$ cat src/rtl/exec_ctrl.sv
// Execution sequencer for the 4-bit register CPU core.
// Turns two raw board buttons into run/halt and single-step control, then issues a
// one-clk step_en enable to the core: periodically in RUN, once per STEP.
// A single-address PC breakpoint stops RUN before the instruction at bp_addr executes.
// Button index 0 is run/halt and index 1 is single-step throughout this file.
module exec_ctrl #(
    parameter int   DIV_W     = 24,
    parameter int   DEB_W     = 16,
    parameter logic START_RUN = 1'b0
) (
    input  logic       clk,
    input  logic       rst,
    input  logic       btn_run_n,
    input  logic       btn_step_n,
    input  logic [3:0] pc,
    input  logic [3:0] bp_addr,
    input  logic       bp_en,
    output logic       step_en,
    output logic [1:0] state,
    output logic       halted,
    output logic       bp_hit
);

    typedef enum logic [1:0] {
        ST_HALT  = 2'b00,
        ST_RUN   = 2'b01,
        ST_STEP  = 2'b10,
        ST_BREAK = 2'b11
    } state_t;

    localparam logic [DEB_W-1:0] DEB_ZERO = {DEB_W{1'b0}};
    localparam logic [DEB_W-1:0] DEB_ONE  = {{(DEB_W-1){1'b0}}, 1'b1};
    localparam logic [DIV_W-1:0] DIV_ZERO = {DIV_W{1'b0}};
    localparam logic [DIV_W-1:0] DIV_ONE  = {{(DIV_W-1){1'b0}}, 1'b1};

    // Button conditioning state (one element per button)
    logic [1:0]       btn_raw_s;
    logic [1:0]       sync1_r;
    logic [1:0]       sync2_r;
    logic [DEB_W-1:0] deb_cnt_r [2];
    logic [1:0]       level_r;     // debounced level, 1 = pressed
    logic [1:0]       press_r;     // one-clk press event
    logic [1:0]       changed_s;
    logic [1:0]       sat_s;
    logic [1:0]       pressed_s;

    // Sequencer state
    state_t           state_r;
    state_t           state_next_s;
    logic             step_en_r;
    logic             step_next_s;
    logic             skip_r;
    logic             skip_next_s;
    logic             halted_r;
    logic             bp_hit_r;
    logic [DIV_W-1:0] presc_r;
    logic             tick_s;
    logic             bp_match_s;
    logic             run_press_s;
    logic             step_press_s;

    assign btn_raw_s    = {btn_step_n, btn_raw_n_run()};
    assign run_press_s  = press_r[0];
    assign step_press_s = press_r[1];

    // Trivial wrapper keeps the button ordering explicit at the concatenation above
    function automatic logic btn_raw_n_run();
        return btn_run_n;
    endfunction

    // Derived per-button conditions: pending change, counter saturation, synced press level
    always_comb begin
        changed_s = 2'b00;
        sat_s     = 2'b00;
        pressed_s = 2'b00;
        for (int i = 0; i < 2; i++) begin
            changed_s[i] = sync1_r[i] ^ sync2_r[i];
            sat_s[i]     = &deb_cnt_r[i];
            pressed_s[i] = ~sync2_r[i];
        end
    end

    // Two-flop synchronizers; reset to the released (high) button level
    always_ff @(posedge clk or negedge rst) begin
        if (!rst) begin
            sync1_r <= 2'b11;
            sync2_r <= 2'b11;
        end else begin
            sync1_r <= btn_raw_s;
            sync2_r <= sync1_r;
        end
    end

    // Debounce counters: restart on any synced-level change, hold once saturated
    always_ff @(posedge clk or negedge rst) begin
        if (!rst) begin
            for (int i = 0; i < 2; i++) begin
                deb_cnt_r[i] <= DEB_ZERO;
            end
        end else begin
            for (int i = 0; i < 2; i++) begin
                if (changed_s[i]) begin
                    deb_cnt_r[i] <= DEB_ZERO;
                end else if (!sat_s[i]) begin
                    deb_cnt_r[i] <= deb_cnt_r[i] + DEB_ONE;
                end else begin
                    deb_cnt_r[i] <= deb_cnt_r[i];
                end
            end
        end
    end

    // Debounced level follows the synced level once stable; press fires on its 0->1 edge
    always_ff @(posedge clk or negedge rst) begin
        if (!rst) begin
            level_r <= 2'b00;
            press_r <= 2'b00;
        end else begin
            for (int i = 0; i < 2; i++) begin
                press_r[i] <= sat_s[i] & pressed_s[i] & ~level_r[i];
                if (sat_s[i]) begin
                    level_r[i] <= pressed_s[i];
                end else begin
                    level_r[i] <= level_r[i];
                end
            end
        end
    end

    // Prescaler runs only in RUN and sits at zero elsewhere, so every RUN entry restarts it
    always_ff @(posedge clk or negedge rst) begin
        if (!rst) begin
            presc_r <= DIV_ZERO;
        end else if (state_r == ST_RUN) begin
            presc_r <= presc_r + DIV_ONE;
        end else begin
            presc_r <= DIV_ZERO;
        end
    end

    assign tick_s     = (state_r == ST_RUN) && (&presc_r);
    assign bp_match_s = bp_en && (pc == bp_addr);

    // Next-state and next-output decode; run press outranks step press, which outranks tick
    always_comb begin
        state_next_s = state_r;
        step_next_s  = 1'b0;
        skip_next_s  = skip_r;
        case (state_r)
            ST_HALT: begin
                if (run_press_s) begin
                    state_next_s = ST_RUN;
                end else if (step_press_s) begin
                    state_next_s = ST_STEP;
                    step_next_s  = 1'b1;
                end else begin
                    state_next_s = ST_HALT;
                end
            end
            ST_STEP: begin
                // The pulse is already out; any press arriving now is dropped
                state_next_s = ST_HALT;
            end
            ST_RUN: begin
                if (run_press_s) begin
                    state_next_s = ST_HALT;
                end else if (tick_s) begin
                    if (bp_match_s && !skip_r) begin
                        state_next_s = ST_BREAK;
                    end else begin
                        step_next_s = 1'b1;
                        skip_next_s = 1'b0;
                    end
                end else begin
                    state_next_s = ST_RUN;
                end
            end
            ST_BREAK: begin
                if (run_press_s) begin
                    // Let the instruction sitting at the breakpoint execute once
                    state_next_s = ST_RUN;
                    skip_next_s  = 1'b1;
                end else if (step_press_s) begin
                    state_next_s = ST_STEP;
                    step_next_s  = 1'b1;
                end else begin
                    state_next_s = ST_BREAK;
                end
            end
            default: begin
                state_next_s = ST_HALT;
            end
        endcase
    end

    // State, step enable, skip flag and status flags all registered together
    always_ff @(posedge clk or negedge rst) begin
        if (!rst) begin
            state_r   <= (START_RUN != 1'b0) ? ST_RUN : ST_HALT;
            step_en_r <= 1'b0;
            skip_r    <= 1'b0;
            halted_r  <= (START_RUN == 1'b0);
            bp_hit_r  <= 1'b0;
        end else begin
            state_r   <= state_next_s;
            step_en_r <= step_next_s;
            skip_r    <= skip_next_s;
            halted_r  <= (state_next_s != ST_RUN);
            bp_hit_r  <= (state_next_s == ST_BREAK);
        end
    end

    assign step_en = step_en_r;
    assign state   = state_r;
    assign halted  = halted_r;
    assign bp_hit  = bp_hit_r;

endmodule
$ cat config.mk
export PLATFORM = sky130hd
export DESIGN_NAME = exec_ctrl
export DESIGN_NICKNAME = d
export VERILOG_FILES = /design/src/rtl/exec_ctrl.sv
export SDC_FILE = /design/constraint.sdc
export NUM_CORES = 1
export LEC_CHECK = 0
export ABC_AREA = 0
export CORE_MARGIN = 2
export CORE_UTILIZATION = 54
export CTS_BUF_LIST = sky130_fd_sc_hd__clkbuf_16
export DETAILED_ROUTE_END_ITERATION = 7
export PLACE_DENSITY = 0.82
export SLEW_MARGIN = 15
export SYNTH_ARGS = -nofsm -noshare
export SYNTH_HDL_FRONTEND = slang
export SYNTH_SLANG_ARGS = --single-unit
$ cat constraint.sdc
create_clock -name clk -period 1.8 [get_ports clk]
set_clock_uncertainty 0.15 [all_clocks]
set_input_delay 0.27 -clock clk [delete_from_list [all_inputs] [get_ports clk]]
set_output_delay 0.27 -clock clk [all_outputs]
set_load 0.02 [all_outputs]
==> results.sh <==
export IMPL_worst_slack_ns=-0.127
export IMPL_gp_congestion=0.874
export IMPL_startpoint_type="register"
export IMPL_grt_pass1_vias=2871
export IMPL_synth_edf_count=0
export IMPL_violations="negative setup slack"
export IMPL_async_flop_share_pct=100
export IMPL_finalCritPeriodShare_pct=107
export IMPL_die_area_mm2=0.00707
export IMPL_min_delay_path_depth=1
export IMPL_ir_worst_vdd_mv=0.760
export IMPL_critPathSlowestCell="dfrtp_1"
export IMPL_die_w_um=84.1
export IMPL_drt_iter0_drc=182
export IMPL_grt_usage_pct=23.5
export IMPL_io_buffers=17
export IMPL_timing_hold_ws_ns=0.189
export IMPL_drc=0
export IMPL_clock_root_buffer="clkbuf_16"
export IMPL_clk_pin_slew_ns=0.06
export IMPL_synthCells=350
export IMPL_yosys_register_bits=70
export IMPL_path_class="reg -> reg"
export IMPL_yosysTopAreaCellShare_pct=46.9
export IMPL_drt_antenna_violating_nets=0
export IMPL_yosysUniqueCellTypes=42
export IMPL_antenna_cells=0
export IMPL_mostFrequentLayoutCell="dfrtp_1"
export IMPL_clk_path_buf_depth=2
export IMPL_final_max_slew_viol_count=0
export IMPL_syn_area_per_cell_um2=9.90
export IMPL_coreArea_mm2=0.00628
export IMPL_multi_input_area_mm2=0.00179
export IMPL_grt_max_degree=71
export IMPL_synth_fp_nets=370
export IMPL_routedWlPerCell_um=16.1
export IMPL_synth_area_leader_cell="dfrtp_1"
export IMPL_crit_arrival_ns=2.03
export IMPL_end_kind="register"
export IMPL_fp_row_count=29
export IMPL_critPathMaxStageDelay_ns=0.40
export IMPL_initial_core_util_pct=55.2
export IMPL_antenna_found_initial=0
export IMPL_ios=18
export IMPL_synth_area_mm2=0.00346
export IMPL_hold_violations=0
export IMPL_setup_viol=10
export IMPL_grt_pass1_wl_um=13100
export IMPL_rsz0062_at_grt="yes"
export IMPL_dr_pass1_iters=4
export IMPL_layoutNonFillerInstCount=504
export IMPL_layout_min_cycle_time_ns=1.93
export IMPL_syn_to_final_growth_pct=31.4
export IMPL_power_total_w=0.00361
export IMPL_worst_pin_slew_ns=0.431
export IMPL_required_ns=1.90
export IMPL_holdCritPathClass="in -> reg"
export IMPL_crit_path_cell_trace="ha_4 -> nand3_4 -> nor4_4 -> buf_4 -> and3_4 -> o2111ai_4 -> o211ai_1"
export IMPL_synth_flop_cell="dfrtp_1"
export IMPL_crit_fanout=3
export IMPL_register_area_mm2=0.00176
export IMPL_fin_nets=442
export IMPL_die_h_um=84.1
export IMPL_fmaxAchievable_mhz=519
export IMPL_drive_above_1_share_pct=26.0
export IMPL_routed_via_density=5.90
export IMPL_fillers=418
export IMPL_setup_tns_final_ns=-0.550
export IMPL_status="complete, but fails checks"
export IMPL_yosysWarnings=0
export IMPL_p_per_area_mw_per_mm2=794
export IMPL_numCtsBuffers=9
export IMPL_vias=2973
export IMPL_dp_hpwl_um=4850
export IMPL_dp_cells=479
export IMPL_cts_tree="done"
export IMPL_htreeDepth=3
export IMPL_finish_utilization_pct=72.5
export IMPL_synth_top_cells_by_area="dfrtp_1 (47%), xor2_1 (5.8%), nor2_1 (5.6%)"
export IMPL_final_cell_mix="dfrtp_1 (65), nor2_1 (49), buf_4 (49)"
export IMPL_ys_seq_area_share_pct=50.7
export IMPL_rr_worst_depth=7
export IMPL_grt_ovfl_total=0
export IMPL_insertion_delay_ns=0.34
export IMPL_leakage_nw=1.92
export IMPL_max_cap_viol_count=0
export IMPL_routed_wirelength_um=8100
export IMPL_relSlewSlack_pct=71.1
export IMPL_clock_sinks=70
-- cell usage after synthesis, types with 4 or more instances --
cell      instances
nor2_1           52
nand2_1          29
and3_1            6
clkbuf_1          6
xor2_1           23
dfrtp_1          65
a31oi_1           8
nor4_1            4
xnor2_1          18
nor3_1            9
a21oi_1          16
ha_1              7
dfstp_2           5
nand4_1          16
o211ai_1          5
o21ai_0          12
nand3_1          22
inv_1            12
mux2i_1           4
-- cells by family after synthesis --
| logic type | synth area share, % |
|---|---|
| mux | 1.16 |
| buf+inv | 3.00 |
| simple gates | 23.2 |
| xor+xnor | 10.4 |
| compound gates | 9.03 |
| flops | 50.7 |
| fa+ha+maj | 2.53 |
-- final cells by class --
cell class	instances	share of cell area, %
Timing Repair Buffer	68	12.4
Inverter	13	1.07
Clock inverter	7	1.65
Multi-Input combinational cell	260	39.2
Clock buffer	9	4.95
Tap cell	77	2.12
Sequential cell	70	38.6
-- repair_timing --
item,CTS,global route
pin swaps,6,10
cloned,0,0
hold endpoints to repair,65,0
hold buffers,1,0
setup endpoints to repair,11,32
resized for setup,13,24
setup buffers,5,3
-- final timing paths --
kind                                      start              endpoint  slack (ns)
max in group asynchronous                   rst  sync1_r[0]$_DFF_PN1_        0.82
min in group asynchronous                   rst  presc_r[9]$_DFF_PN0_        0.33
hold / removal                        btn_run_n  sync1_r[0]$_DFF_PN1_        0.19
setup reg to reg           presc_r[0]$_DFF_PN0_      bp_hit$_DFF_PN0_       -0.13
hold reg to reg            sync1_r[1]$_DFF_PN1_  sync2_r[1]$_DFF_PN1_        0.24
setup / recovery           presc_r[0]$_DFF_PN0_      bp_hit$_DFF_PN0_       -0.13
-- where the power goes --
group | internal [W] | leakage [nW] | switching (W)
registers | 0.00160 | 0.935 | 0.0000289
clock network | 0.00107 | 0.138 | 0.000707
logic | 0.0000979 | 0.849 | 0.000104
total | 0.00278 | 1.92 | 0.000839
-- routing by layer --
layer | track usage, % | share of wire, % | up-vias
met5 | 0 | 0 | -
met4 | 13.5 | 3.3 | 0
met3 | 5.34 | 5.4 | 27
met2 | 38.7 | 51 | 123
met1 | 28.4 | 40 | 1433
li1 | - | - | 1390
-- per-stage QoR --
step / setup slack [ns] / area [um2]
after floorplan: -0.0480 / 3480
after global placement: -0.205 / 4020
after detailed placement: -0.266 / 4020
after CTS: -0.0330 / 4430
after global routing: -0.234 / 4550
final: -0.127 / 4550
-- flip-flops by register name, indices dropped and copies added (netlist names) --
register,cells
bp_hit,1
deb_cnt_r,32
halted,1
level_r,2
presc_r,24
press_r,2
skip_r,1
state,2
step_en,1
sync1_r,2
sync2_r,2
-- worst max-delay path: cells and delay by family (launching register included) --
| kind | cells | cell delay (ns) |
|---|---|---|
| flops | 1 | 0.40 |
| fa+ha+maj | 1 | 0.17 |
| buf+inv | 1 | 0.19 |
| simple gates | 3 | 0.61 |
| compound gates | 2 | 0.33 |
Note: power is estimated with default switching activity, not from simulation.
